## config.mk

```make
export PLATFORM = sky130hd
export DESIGN_NAME = cond_exec_ctrl_flat
export DESIGN_NICKNAME = d
export VERILOG_FILES = /design/src/rtl/cond_exec_ctrl_if.sv /design/src/rtl/cond_exec_ctrl.sv /design/src/flat_wrapper.sv
export SDC_FILE = /design/constraint.sdc
export NUM_CORES = 1
export LEC_CHECK = 0
export ABC_AREA = 1
export CAP_MARGIN = 20
export CORE_ASPECT_RATIO = 0.9
export CORE_MARGIN = 4
export CORE_UTILIZATION = 30
export CTS_BUF_LIST = sky130_fd_sc_hd__clkbuf_4 sky130_fd_sc_hd__clkbuf_8
export CTS_CLUSTER_DIAMETER = 50
export DETAILED_ROUTE_END_ITERATION = 10
export PLACE_DENSITY = 0.52
export SYNTH_ARGS = -nofsm -noshare
export SYNTH_HDL_FRONTEND = slang
export SYNTH_SLANG_ARGS = --single-unit
```

## constraint.sdc

```tcl
create_clock -name clk -period 4.9 [get_ports clk]
set_input_delay 0.98 -clock clk [delete_from_list [all_inputs] [get_ports clk]]
set_output_delay 0.98 -clock clk [all_outputs]
set_load 0.02 [all_outputs]
```

## src/rtl/cond_exec_ctrl_if.sv

```systemverilog
// Control/datapath bundle between the main control FSM (master) and the
// conditional-execution controller (slave).
interface cond_exec_ctrl_if #(
  parameter int CNT_W = 16
);
  logic             decode_valid;
  logic             instr_done;
  logic [3:0]       Cond;
  logic [3:0]       ALUFlags;
  logic [1:0]       FlagW;
  logic             PCS;
  logic             NextPC;
  logic             RegW;
  logic             MemW;

  logic             PCWrite;
  logic             RegWrite;
  logic             MemWrite;
  logic [3:0]       Flags;
  logic             CondEx;
  logic             busy;
  logic [CNT_W-1:0] exec_cnt;
  logic [CNT_W-1:0] skip_cnt;

  modport master (
    output decode_valid, instr_done, Cond, ALUFlags, FlagW, PCS, NextPC, RegW, MemW,
    input  PCWrite, RegWrite, MemWrite, Flags, CondEx, busy, exec_cnt, skip_cnt
  );

  modport slave (
    input  decode_valid, instr_done, Cond, ALUFlags, FlagW, PCS, NextPC, RegW, MemW,
    output PCWrite, RegWrite, MemWrite, Flags, CondEx, busy, exec_cnt, skip_cnt
  );
endinterface

```

## src/rtl/cond_exec_ctrl.sv

```systemverilog
// Conditional-execution controller: owns the NZCV register, latches the
// condition result at decode and gates the instruction's architectural writes.
module cond_exec_ctrl #(
  parameter int CNT_W = 16
) (
  input  logic             clk,
  input  logic             reset,
  cond_exec_ctrl_if.slave  bus
);

  typedef enum logic {
    IDLE = 1'b0,
    EXEC = 1'b1
  } state_t;

  localparam logic [CNT_W-1:0] CNT_MAX = '1;

  state_t           state;
  logic [3:0]       flags_q;
  logic             cond_ex_q;
  logic [CNT_W-1:0] exec_cnt_q;
  logic [CNT_W-1:0] skip_cnt_q;

  logic             flag_n, flag_z, flag_c, flag_v, ge;
  logic             cond_pass;

  assign {flag_n, flag_z, flag_c, flag_v} = flags_q;
  assign ge = (flag_n == flag_v);

  // Evaluated against the architectural flags, never the ALU's in-flight flags.
  always_comb begin
    // NOTE: default assignment first so no path through the case leaves
    // cond_pass unassigned, which would otherwise infer a latch.
    cond_pass = 1'b0;
    case (bus.Cond)
      4'b0000: cond_pass = flag_z;
      4'b0001: cond_pass = ~flag_z;
      4'b0010: cond_pass = flag_c;
      4'b0011: cond_pass = ~flag_c;
      4'b0100: cond_pass = flag_n;
      4'b0101: cond_pass = ~flag_n;
      4'b0110: cond_pass = flag_v;
      4'b0111: cond_pass = ~flag_v;
      4'b1000: cond_pass = flag_c & ~flag_z;
      4'b1001: cond_pass = ~(flag_c & ~flag_z);
      4'b1010: cond_pass = ge;
      4'b1011: cond_pass = ~ge;
      4'b1100: cond_pass = ~flag_z & ge;
      4'b1101: cond_pass = ~(~flag_z & ge);
      4'b1110: cond_pass = 1'b1;
      default: cond_pass = 1'b0;
    endcase
  end

  // NOTE: every register here uses non-blocking assignment so all state
  // updates on an edge see the pre-edge values of each other.
  always_ff @(posedge clk or negedge reset) begin
    if (!reset) begin
      state      <= IDLE;
      flags_q    <= 4'b0000;
      cond_ex_q  <= 1'b0;
      exec_cnt_q <= '0;
      skip_cnt_q <= '0;
    end else begin
      case (state)
        IDLE: begin
          if (bus.decode_valid) begin
            cond_ex_q <= cond_pass;
            state     <= EXEC;
          end
        end
        EXEC: begin
          if (cond_ex_q) begin
            if (bus.FlagW[1]) flags_q[3:2] <= bus.ALUFlags[3:2];
            if (bus.FlagW[0]) flags_q[1:0] <= bus.ALUFlags[1:0];
          end
          // A decode_valid seen here belongs to no instruction and is dropped.
          if (bus.instr_done) begin
            state <= IDLE;
            if (cond_ex_q) begin
              if (exec_cnt_q != CNT_MAX) exec_cnt_q <= exec_cnt_q + CNT_W'(1);
            end else begin
              if (skip_cnt_q != CNT_MAX) skip_cnt_q <= skip_cnt_q + CNT_W'(1);
            end
          end
        end
        default: state <= IDLE;
      endcase
    end
  end

  // Fetch (NextPC) bypasses the gate; everything else needs a passing condition.
  assign bus.RegWrite = (state == EXEC) & bus.RegW & cond_ex_q;
  assign bus.MemWrite = (state == EXEC) & bus.MemW & cond_ex_q;
  assign bus.PCWrite  = ((state == EXEC) & bus.PCS & cond_ex_q) | bus.NextPC;

  assign bus.Flags    = flags_q;
  assign bus.CondEx   = cond_ex_q;
  assign bus.busy     = (state == EXEC);
  assign bus.exec_cnt = exec_cnt_q;
  assign bus.skip_cnt = skip_cnt_q;

endmodule
```

## src/flat_wrapper.sv

```systemverilog
// flat-port wrapper written by rule: the top's interface ports become plain ports
module cond_exec_ctrl_flat 
#(
  parameter int CNT_W = 16
)
  (clk, reset, bus_decode_valid, bus_instr_done, bus_Cond, bus_ALUFlags, bus_FlagW, bus_PCS, bus_NextPC, bus_RegW, bus_MemW, bus_PCWrite, bus_RegWrite, bus_MemWrite, bus_Flags, bus_CondEx, bus_busy, bus_exec_cnt, bus_skip_cnt);
  cond_exec_ctrl_if #(.CNT_W(CNT_W)) bus_i ();
  input  logic clk;
  input  logic reset;
  input wire logic [$bits(bus_i.decode_valid)-1:0] bus_decode_valid;
  input wire logic [$bits(bus_i.instr_done)-1:0] bus_instr_done;
  input wire logic [$bits(bus_i.Cond)-1:0] bus_Cond;
  input wire logic [$bits(bus_i.ALUFlags)-1:0] bus_ALUFlags;
  input wire logic [$bits(bus_i.FlagW)-1:0] bus_FlagW;
  input wire logic [$bits(bus_i.PCS)-1:0] bus_PCS;
  input wire logic [$bits(bus_i.NextPC)-1:0] bus_NextPC;
  input wire logic [$bits(bus_i.RegW)-1:0] bus_RegW;
  input wire logic [$bits(bus_i.MemW)-1:0] bus_MemW;
  output wire logic [$bits(bus_i.PCWrite)-1:0] bus_PCWrite;
  output wire logic [$bits(bus_i.RegWrite)-1:0] bus_RegWrite;
  output wire logic [$bits(bus_i.MemWrite)-1:0] bus_MemWrite;
  output wire logic [$bits(bus_i.Flags)-1:0] bus_Flags;
  output wire logic [$bits(bus_i.CondEx)-1:0] bus_CondEx;
  output wire logic [$bits(bus_i.busy)-1:0] bus_busy;
  output wire logic [$bits(bus_i.exec_cnt)-1:0] bus_exec_cnt;
  output wire logic [$bits(bus_i.skip_cnt)-1:0] bus_skip_cnt;
  assign bus_i.decode_valid = bus_decode_valid;
  assign bus_i.instr_done = bus_instr_done;
  assign bus_i.Cond = bus_Cond;
  assign bus_i.ALUFlags = bus_ALUFlags;
  assign bus_i.FlagW = bus_FlagW;
  assign bus_i.PCS = bus_PCS;
  assign bus_i.NextPC = bus_NextPC;
  assign bus_i.RegW = bus_RegW;
  assign bus_i.MemW = bus_MemW;
  assign bus_PCWrite = bus_i.PCWrite;
  assign bus_RegWrite = bus_i.RegWrite;
  assign bus_MemWrite = bus_i.MemWrite;
  assign bus_Flags = bus_i.Flags;
  assign bus_CondEx = bus_i.CondEx;
  assign bus_busy = bus_i.busy;
  assign bus_exec_cnt = bus_i.exec_cnt;
  assign bus_skip_cnt = bus_i.skip_cnt;
  cond_exec_ctrl #(.CNT_W(CNT_W)) u_core (.clk(clk), .reset(reset), .bus(bus_i));
endmodule
```

# == Word-level counts from Yosys, hierarchy flattened ==
# Cells that the tools add are included.
# totals
ff_bits,38
input_bits,18
out_inout_bits,41
wordCells,53
# op_classes
addsub,2
n_eq_ne,17
mux,4
bitwise,18
n_reduce_logical,6
# ops
cell,n
"16-bit by 1-bit adder with 16-bit output, second input constant",2
"16-bit != test, second input constant",2
"4-bit equality test, second input constant",7
"4-bit by 3-bit equality test with 1-bit output, second input constant",4
1-bit one-hot mux with 15 select lines,1
1-bit inverter,9
1-bit AND,8
"4-bit by 2-bit equality test with 1-bit output, second input constant",2
4-bit AND reduction,2
3-bit AND reduction,2
"4-bit by 1-bit equality test with 1-bit output, second input constant",1
4-bit logical NOT,1
1-bit 2-to-1 mux,2
1-bit one-hot mux with 2 select lines,1
2-bit AND reduction,1
1-bit equality test,1
1-bit OR,1

# == Longest topological paths before layout ==
# logic_depth
ltp_word,4
mapped_depth,11
mapped_depth_nobuf,11

# == Worst setup path after synthesis ==
# Ideal clock, no wire load.
# synth_path
path_type,input -> output
start,input bus_MemW
end,output bus_MemWrite
arrival_time_ns,1.294
required_ns,3.920
path_slack_ns,2.626
cell_stages,2
path_buffers,0
cell_sequence,inv_1 -> nor2_1
# synth_via
elab_chain_cells,2
# synth_rtl
element,line_no,source
from (decl),flat_wrapper.sv:18,input wire logic [$bits(bus_i.MemW)-1:0] bus_MemW;
1-bit AND (2 in a row),cond_exec_ctrl.sv:94,assign bus.MemWrite = (state == EXEC) & bus.MemW & cond_ex_q;
to (decl),flat_wrapper.sv:21,output wire logic [$bits(bus_i.MemWrite)-1:0] bus_MemWrite;
# No other way between the ends.

# == Worst setup path after layout ==
# layout_path
start,input bus_PCS
end,output bus_PCWrite
# layout_via
elab_chain_cells,3
# layout_rtl
element,line_no,source
from (decl),flat_wrapper.sv:15,input wire logic [$bits(bus_i.PCS)-1:0] bus_PCS;
1-bit AND (2 in a row),cond_exec_ctrl.sv:95,assign bus.PCWrite = ((state == EXEC) & bus.PCS & cond_ex_q) | bus.NextPC;
1-bit OR,cond_exec_ctrl.sv:95,
to (decl),flat_wrapper.sv:19,output wire logic [$bits(bus_i.PCWrite)-1:0] bus_PCWrite;
# No other way between the ends.

==> impl_metrics.csv <==
group,metric,value,unit
outcome,status,"finished, final reports clean",
setup_path,crit_required,3920,ps
sta,max_freq,317,MHz
grt,first_global_vias,2012,
clock_network,worstSkewPairLatency,290,ps
pwr,power,1300,uW
route,wl_per_cell,11.9,um
clock_network,cts_setup_buffers,0,
clock_network,cts_tree,"yes",
setup_path,cpMostUsedCell,"clkdlybuf4s50_1",
setup_path,startpoint_type,"input port",
route,vias_per_cell,4.52,
cells_and_area,final_common_cell,"nand2_1",
setup_path,critical_path.top_delay_family,"buffers and inverters",
setup_path,worstPathArrival,2170,ps
synthesis,synth_nets,346,
grt,grt_usage,13.0,%
setup_path,cp_cell_sequence,"clkdlybuf4s50_1 -> a21o_1 -> clkdlybuf4s50_1",
grt,antenna_found_initial,0,
route,post-route-drc-count,0,
route,initialDrtViolationCount,101,
grt,grt_remaining_overflow,0,
cells_and_area,layout_common_cells,"nand2_1, clkdlybuf4s50_1, nor2_1",
synthesis,ys_seq_area_share,40.9,%
synthesis,yosysUniqueCellTypes,24,
sta,worst_clock_skew,11.2,ps
cells_and_area,nNetsFinal,407,
synthesis,synth_top_cell_by_area,"dfrtp_1",
sta,rsz0062_at_grt,"false",
synthesis,synth.top_cell.area_share,40.9,%
setup_path,worst-path-buf-inv,2,
job,max_cap_viol_count,0,
setup_path,cpPeakStageDelay,600,ps
floorplanning,start_util,30.8,%
sta,fin_crit,3150,ps
floorplanning,fp.coreArea,7540,um2
route,wl,5.77,mm
floorplanning,die_w,101,um
sta,slew_violations,0,
synthesis,avgSynthCellArea,7.14,um2
route,vias,2185,
pwr,p_leak,0.00142,uW
clock_network,cts_buffers,5,
floorplanning,die_y,91.6,um
grt,grt_pass1_wl,9.65,mm
cells_and_area,antenna_cells,0,
floorplanning,io_pins,59,
sta,fin_setup_tns,0,ps
clock_network,clock_path_buffers,2,
min_path,hold_class,"register to register",
placement,routabilityCongestion,0.912,
cells_and_area,areaGrowthSynthToFinish,33.3,%
sta,setup_violations,0,
placement,port_buffers,58,
clock_network,htreeDepth,2,
sta,tightestPinTransition,887,ps
setup_path,criticalPathCategory,"input port to output port",
sta,relSlewSlack,40.9,%
cells_and_area,drive_gt1_share,5.94,%
clock_network,cts.sinks,38,
clock_network,clk_pin_slew,80,ps
pwr,powerDensity,420,nW/um2
grt,grt_max_degree,39,
placement,hpwl,4.38,mm
synthesis,synthCells,326,
clock_network,cts_hold_buf,0,
synthesis,synth_seq_cells,38,
sta,period_share,64.4,%
synthesis,ys_warn_count,0,
route,ant_nets,0,
route,dr.pass1.iters,4,
sta,final_hold_viol_count,0,
setup_path,cp_slowest_cell,"clkdlybuf4s50_1",
synthesis,synth_area_leaders,"dfrtp_1, nand2_1, nand3_1, nor2_1, inv_1",
setup_path,crit_fanout,1,
clock_network,cts_resized,0,
clock_network,clock-root-buffer,"clkbuf_8",
setup_path,end_kind,"output port",
floorplanning,dieArea,9230,um2
floorplanning,rows,30,
synthesis,synth.cell_area,2330,um2
pwr,peakVddDrop,162,uV
sta,hold_ws,534,ps
-- power by group --
part           internal [uW]  leakage, uW  total, uW  switching [uW]
clock                    163    0.0000573        274             111
sequential               393     0.000497        485            91.9
combinational            242     0.000870        546             304
-- final timing paths --
path | start | cells after the start | to | slack (ps)
max reg2reg | u_core.bus.skip_cnt[0] | 10 | u_core.bus.skip_cnt[4] | 2820
min in group asynchronous | reset | 1 | u_core.bus.skip_cnt[14] | 800
max in group asynchronous | reset | 1 | u_core.bus.exec_cnt[0] | 3530
max | bus_PCS | 3 | bus_PCWrite | 1750
min | u_core.bus.skip_cnt[9] | 1 | u_core.bus.skip_cnt[9] | 530
min reg2reg | u_core.bus.skip_cnt[9] | 1 | u_core.bus.skip_cnt[9] | 530
-- logic make-up after synthesis --
| family | synth area share (%) |
|---|---|
| flops | 40.9 |
| compound gates | 5.38 |
| buf+inv | 7.96 |
| simple gates | 35.3 |
| xor+xnor | 9.41 |
| fa+ha+maj | 1.08 |
-- synthesized netlist by cell type, drive strengths merged --
cell    number
nand3       31
nor2        42
nand3b       3
buf          4
nand4        2
a21oi        4
nand2      109
a21o         1
dfrtp       38
inv         40
o21ai       15
xnor2       11
nor3        10
ha           2
xor2        14
-- metrics by stage --
stage	util [%]	instances	area (um2)	setup slack [ps]
final	41.1	483	3100	1750
after global routing	41.1	483	3100	1660
after CTS	41.1	483	3100	1730
after detailed placement	39.6	476	2990	1740
after global placement	39.6	476	2990	1740
after floorplan	-	326	2330	2630
-- metal layers --
layer	global-route usage, %	vias to the layer above	wire [um]
met4	4.38	0	80
li1	-	1138	-
met5	0	-	0
met3	2.92	7	325
met1	18.7	979	3000
met2	18.9	61	2370
-- layout make-up --
cell class                 instances  area (um2)
fill                             783        4440
multi-input combinational        244        1190
sequential                        38         951
timing repair buffer              58         576
inverter                          40         153
tap                               96         120
clock buffer                       6        82.6
clock inverter                     1        30.0
-- flip-flops by register name, summed over array words and instances, names as in the netlist --
name / cells
u_core.bus.busy: 1
u_core.bus.Flags: 4
u_core.bus.skip_cnt: 16
u_core.bus.CondEx: 1
u_core.bus.exec_cnt: 16
-- worst reg2reg max path, cell delays in order, from the launching register on --
cell and delay (ps):
dfrtp_1 410, ha_1 250, nand2_1 110, nor2_2 180, nand2_1 100, inv_2 60, nand3_1 60, nand2_1 360
inv_2 240, nand3b_1 150, nand2_1 60
(Power assumes the default switching activity.)
